### src/rtl/dmem_access_ctrl_pkg.sv
// Shared types, code points and helpers for the data-memory access controller.
// State codes, access-size codes, load lane/extension select codes and store lane helpers.
package dmem_access_ctrl_pkg;

    typedef enum logic [1:0] {
        StIdle = 2'd0,
        StBus  = 2'd1,
        StDone = 2'd2,
        StErr  = 2'd3
    } state_e;

    localparam logic [1:0] SizeByte = 2'b00;
    localparam logic [1:0] SizeHalf = 2'b01;
    localparam logic [1:0] SizeWord = 2'b10;

    localparam logic [2:0] SelByte0 = 3'b000;
    localparam logic [2:0] SelByte1 = 3'b001;
    localparam logic [2:0] SelByte2 = 3'b010;
    localparam logic [2:0] SelByte3 = 3'b011;
    localparam logic [2:0] SelHalf0 = 3'b100;
    localparam logic [2:0] SelHalf1 = 3'b101;
    localparam logic [2:0] SelWord  = 3'b110;

    // Bit position of the sign flag within the 4-bit {sign, select} code.
    localparam int unsigned SignBit = 3;

    // The illegal size code 2'b11 falls through to word handling everywhere below.
    function automatic logic is_aligned(input logic [1:0] size, input logic [1:0] a);
        case (size)
            SizeByte: is_aligned = 1'b1;
            SizeHalf: is_aligned = ~a[0];
            default:  is_aligned = (a == 2'b00);
        endcase
    endfunction

    function automatic logic [2:0] lane_sel(input logic [1:0] size, input logic [1:0] a);
        case (size)
            SizeByte: lane_sel = {1'b0, a};
            SizeHalf: lane_sel = a[1] ? SelHalf1 : SelHalf0;
            default:  lane_sel = SelWord;
        endcase
    endfunction

    function automatic logic [3:0] store_strb(input logic [1:0] size, input logic [1:0] a);
        case (size)
            SizeByte: store_strb = 4'b0001 << a;
            SizeHalf: store_strb = a[1] ? 4'b1100 : 4'b0011;
            default:  store_strb = 4'b1111;
        endcase
    endfunction

    function automatic logic [31:0] store_data(input logic [1:0] size, input logic [31:0] wd);
        case (size)
            SizeByte: store_data = {4{wd[7:0]}};
            SizeHalf: store_data = {2{wd[15:0]}};
            default:  store_data = wd;
        endcase
    endfunction

endpackage

### src/rtl/dmem_access_ctrl_load_lane_ext.sv
// Load result formatter: picks the addressed byte/half lane of a bus word and
// sign- or zero-extends it to 32 bits; the word select passes data through.
module load_lane_ext
    import dmem_access_ctrl_pkg::*;
(
    input  logic [31:0] data_i,
    input  logic [3:0]  sel_i,
    output logic [31:0] data_o
);

    logic sgn;
    assign sgn = sel_i[SignBit];

    always_comb begin
        data_o = data_i;
        case (sel_i[2:0])
            SelByte0: data_o = {{24{sgn & data_i[7]}},  data_i[7:0]};
            SelByte1: data_o = {{24{sgn & data_i[15]}}, data_i[15:8]};
            SelByte2: data_o = {{24{sgn & data_i[23]}}, data_i[23:16]};
            SelByte3: data_o = {{24{sgn & data_i[31]}}, data_i[31:24]};
            SelHalf0: data_o = {{16{sgn & data_i[15]}}, data_i[15:0]};
            SelHalf1: data_o = {{16{sgn & data_i[31]}}, data_i[31:16]};
            default:  data_o = data_i;
        endcase
    end

endmodule

### src/rtl/dmem_access_ctrl.sv
// MEM-stage data-memory access controller: alignment check, single bus transaction
// per request with pipeline stall, flush-kill of in-flight loads/stores, address errors.
module dmem_access_ctrl
    import dmem_access_ctrl_pkg::*;
(
    input  logic        clk,
    input  logic        rst_n,
    input  logic        req,
    input  logic        we,
    input  logic [1:0]  size,
    input  logic        sign,
    input  logic [31:0] addr,
    input  logic [31:0] wdata,
    input  logic        flush,
    output logic        stall,
    output logic        done,
    output logic [31:0] rdata,
    output logic        adel,
    output logic        ades,
    output logic [31:0] badvaddr,
    output logic        mem_req,
    output logic        mem_we,
    output logic [31:0] mem_addr,
    output logic [3:0]  mem_wstrb,
    output logic [31:0] mem_wdata,
    input  logic [31:0] mem_rdata,
    input  logic        mem_ack
);

    state_e      state_q;
    logic        kill_q;
    logic        we_q;
    logic [1:0]  size_q;
    logic        sign_q;
    logic [31:0] addr_q;
    logic [31:0] wdata_q;
    logic [31:0] rdata_q;
    logic        done_q;
    logic        adel_q;
    logic        ades_q;
    logic [31:0] badvaddr_q;
    logic [31:0] load_ext;
    logic        in_bus;
    logic        bus_store;

    load_lane_ext u_load_lane_ext (
        .data_i (mem_rdata),
        .sel_i  ({sign_q, lane_sel(size_q, addr_q[1:0])}),
        .data_o (load_ext)
    );

    always_ff @(posedge clk or negedge rst_n) begin
        if (!rst_n) begin
            state_q    <= StIdle;
            kill_q     <= 1'b0;
            we_q       <= 1'b0;
            size_q     <= 2'b00;
            sign_q     <= 1'b0;
            addr_q     <= '0;
            wdata_q    <= '0;
            rdata_q    <= '0;
            done_q     <= 1'b0;
            adel_q     <= 1'b0;
            ades_q     <= 1'b0;
            badvaddr_q <= '0;
        end else begin
            done_q <= 1'b0;
            adel_q <= 1'b0;
            ades_q <= 1'b0;
            case (state_q)
                StIdle: begin
                    if (req && !flush) begin
                        we_q    <= we;
                        size_q  <= size;
                        sign_q  <= sign;
                        addr_q  <= addr;
                        wdata_q <= wdata;
                        if (is_aligned(size, addr[1:0])) begin
                            state_q <= StBus;
                        end else begin
                            state_q    <= StErr;
                            adel_q     <= ~we;
                            ades_q     <= we;
                            badvaddr_q <= addr;
                        end
                    end
                end
                StBus: begin
                    // The bus beat always runs to completion; a flush only suppresses done.
                    if (mem_ack) begin
                        kill_q <= 1'b0;
                        if (kill_q || flush) begin
                            state_q <= StIdle;
                        end else begin
                            state_q <= StDone;
                            done_q  <= 1'b1;
                            rdata_q <= we_q ? 32'h0 : load_ext;
                        end
                    end else if (flush) begin
                        kill_q <= 1'b1;
                    end
                end
                StDone:  state_q <= StIdle;
                StErr:   state_q <= StIdle;
                default: state_q <= StIdle;
            endcase
        end
    end

    assign in_bus    = (state_q == StBus);
    assign bus_store = in_bus & we_q;

    assign mem_req   = in_bus;
    assign mem_we    = bus_store;
    assign mem_addr  = in_bus ? {addr_q[31:2], 2'b00} : 32'h0;
    assign mem_wstrb = bus_store ? store_strb(size_q, addr_q[1:0]) : 4'b0000;
    assign mem_wdata = bus_store ? store_data(size_q, wdata_q) : 32'h0;

    // Gated by rst_n so the pipeline is released the moment reset asserts.
    assign stall = rst_n & (((state_q == StIdle) & req & ~flush) | in_bus | (state_q == StErr));

    assign done     = done_q;
    assign rdata    = rdata_q;
    assign adel     = adel_q;
    assign ades     = ades_q;
    assign badvaddr = badvaddr_q;

endmodule

### config.mk
export PLATFORM = sky130hd
export DESIGN_NAME = dmem_access_ctrl
export DESIGN_NICKNAME = d
export VERILOG_FILES = /design/src/rtl/dmem_access_ctrl_pkg.sv /design/src/rtl/dmem_access_ctrl_load_lane_ext.sv /design/src/rtl/dmem_access_ctrl.sv
export SDC_FILE = /design/constraint.sdc
export NUM_CORES = 1
export LEC_CHECK = 0
export CELL_PAD_IN_SITES_DETAIL_PLACEMENT = 1
export CELL_PAD_IN_SITES_GLOBAL_PLACEMENT = 1
export CORE_ASPECT_RATIO = 0.6
export CORE_MARGIN = 10
export CORE_UTILIZATION = 30
export CTS_BUF_LIST = sky130_fd_sc_hd__clkbuf_8
export CTS_CLUSTER_SIZE = 12
export DETAILED_ROUTE_END_ITERATION = 8
export DONT_BUFFER_PORTS = 1
export PLACE_DENSITY = 0.54
export SYNTH_ARGS = -nofsm -noshare
export SYNTH_HDL_FRONTEND = slang
export SYNTH_SLANG_ARGS = --single-unit
### constraint.sdc
create_clock -name clk -period 4.7 [get_ports clk]
set_input_delay 1.175 -clock clk [delete_from_list [all_inputs] [get_ports clk]]
set_output_delay 1.175 -clock clk [all_outputs]
set_load 0.03 [all_outputs]
==> flow_metrics.tcl <==
set metrics [dict create \
    cts-htree-levels 4 \
    cp_max_fo 41 \
    worstReg2RegStart "state_q[1]" \
    rrSetupSlack_ns 1.90 \
    drt_iter0_markers 201 \
    place.gp.congestion 0.835 \
    tightest_slew_ns 1.13 \
    dieArea_mm2 0.0276 \
    grt_pass1_wl_um 32500 \
    ys_seq_area_share_pct 54.3 \
    rows 41 \
    overflow 0 \
    drive_gt1_share_pct 33.4 \
    dpl_cell_area_mm2 0.00679 \
    antenna_found_initial 5 \
    power.density_mw_per_mm2 721 \
    antenna_left 0 \
    syn_avg_cell_area_um2 12.2 \
    cap_violations 0 \
    fin_util_pct 34.5 \
    io_pins 243 \
    ys_ff_latch 138 \
    root_buffer "clkbuf_8" \
    vias_per_cell 5.22 \
    syn_to_final_growth_pct 13.7 \
    clock_latency_ns 0.46 \
    cp-start-kind "flip-flop" \
    finalCritPeriodShare_pct 80.2 \
    fin_skew_ns 0.0112 \
    routed_wirelength_um 21300 \
    cts_setup_buffers 0 \
    core_area_mm2 0.0209 \
    hp-class "input pin to async pin" \
    fin_crit_ns 3.77 \
    die_w_um 208 \
    firstDrtPassIters 4 \
    final_common_cell "dfrtp_1" \
    route.vias.total 4325 \
    end_kind "output pin" \
    rr_endpoint "rdata[20]" \
    finalHoldViolCount 0 \
    cts_hold_buf 0 \
    initial_core_util_pct 30.4 \
    postCtsResizedCells 0 \
    max_slew_margin_pct 24.5 \
    clock_path_buffers 2 \
    fin_setup_tns_ns 0 \
    drv_slew 0 \
    synth_area_mm2 0.00635 \
    cp.arrival_ns 2.60 \
    fmax_ghz 0.265 \
    r2r.worst_path.cells 5 \
    first_global_vias 4806 \
    cts_tree "built" \
    drc_errors 0 \
    netlist_instances 521 \
    groute.usage.overall_pct 15.4 \
    yosys_warnings 0 \
    synth_edf_count 0 \
    ys_types 41 \
    wire_per_inst_um 25.7 \
    clock-sinks 138 \
    cts_buffers 17 \
    crit_type "flip-flop to output pin" \
    layout_common_cells "137 x dfrtp_1, 109 x mux2_2, 35 x nand2_1" \
    required_ns 3.52 \
    p_leak_nw 3.21 \
    final_area_mm2 0.00723 \
    nets 640 \
    rsz0062_at_grt "no" \
    nFillCells 2255 \
    setup_ws_ns 0.929 \
    post-place-ws_ns 1.44 \
    synth_ff_type "dfrtp_1" \
    status "finished clean" \
    vdd_drop_max_mv 0.240 \
    dp_hpwl_um 15900 \
    grt_max_degree 140 \
    setup_viol 0 \
    die_y_um 133 \
    async_flop_share_pct 100 \
    cts.clk_slew.worst_paths_ns 0.09 \
    numPortBuffers 0 \
]
[flip-flops by register name, indices dropped and copies added (netlist names)]
register  flops
we_q          1
adel          1
badvaddr     32
sign_q        1
done          1
state_q       2
kill_q        1
wdata_q      32
addr_q       32
rdata        32
size_q        2
ades          1
[metrics by stage]
stage                     power [W]  hold slack, ns  std cells
final                       0.00521           0.412        828
after global routing        0.00555           0.340        828
after CTS                   0.00530           0.359        827
after detailed placement    0.00419           0.487        795
after global placement      0.00410           0.480        795
after floorplan             0.00369           0.472        522
[worst max-delay path, stage by stage, from the launching register on]
cell     delay (ns)
dfrtp_2        0.94
inv_1          0.33
o21ai_1        0.45
nor2b_1        0.22
buf_4          0.21
[cells by family after synthesis]
kind of cell	count (synthesis)	share of synthesized area [%]
DFF	138	54.3
and+or+nand+nor	126	10.4
muxes	125	21.8
AOI/OAI and AO/OA	81	9.77
buffers and inverters	50	3.62
other	1	0.0590
[report_power, final]
group          switching (W)  leakage (nW)  internal (W)
Clock               0.000502         0.202      0.000577
Combinational       0.000789          1.32      0.000686
Sequential          0.000984          1.68       0.00167
[per-layer routing]
metal | share of wire [%] | global-route usage [%] | vias to the layer above
li1 | - | - | 1883
met1 | 41 | 18.2 | 2257
met2 | 45 | 23.4 | 155
met3 | 13 | 8.88 | 22
met4 | 1.1 | 4.05 | 8
met5 | 0.31 | 0 | -
[synthesized netlist by cell type, drive strengths merged (2+ instances only)]
master | count | area (um2)
a21oi | 21 | 105
a21o | 9 | 67.6
a211oi | 2 | 15.0
a221o | 16 | 160
nor3b | 3 | 32.5
a222oi | 7 | 70.1
nand3 | 3 | 15.0
a221oi | 9 | 85.1
clkbuf | 12 | 45.0
o21ai | 12 | 60.1
buf | 26 | 140
and3 | 9 | 56.3
nor2b | 4 | 25.0
nand2b | 2 | 12.5
and2 | 31 | 194
nor2 | 31 | 119
dfrtp | 138 | 3450
mux2 | 109 | 1230
nor3 | 2 | 10.0
nand2 | 35 | 131
inv | 12 | 45.0
mux2i | 16 | 160
[cell type report]
class / count / area, um2 / share of cell area [%]
Clock inverter: 15 / 200 / 2.77
Antenna cell: 1 / 2.50 / 0.0346
Sequential cell: 138 / 3450 / 47.8
Timing Repair Buffer: 32 / 253 / 3.50
Inverter: 12 / 45.0 / 0.623
Clock buffer: 17 / 234 / 3.24
Tap cell: 279 / 349 / 4.83
Multi-Input combinational cell: 334 / 2690 / 37.2
[how the worst max path moves through the flow]
stage | from | to | slack (ns) | cells after the start
2_1_floorplan | flush | stall | 1.82 | 3
3_5_place_dp | size_q[1] | mem_wstrb[0] | 1.44 | 4
6_report | size_q[1] | mem_wstrb[0] | 0.93 | 4
4_1_cts | size_q[1] | mem_wstrb[0] | 0.91 | 4
5_1_grt | size_q[1] | mem_wstrb[0] | 0.74 | 4
3_3_place_gp | size_q[1] | mem_wstrb[0] | 1.52 | 4
Note: power is estimated with default switching activity, not from simulation.
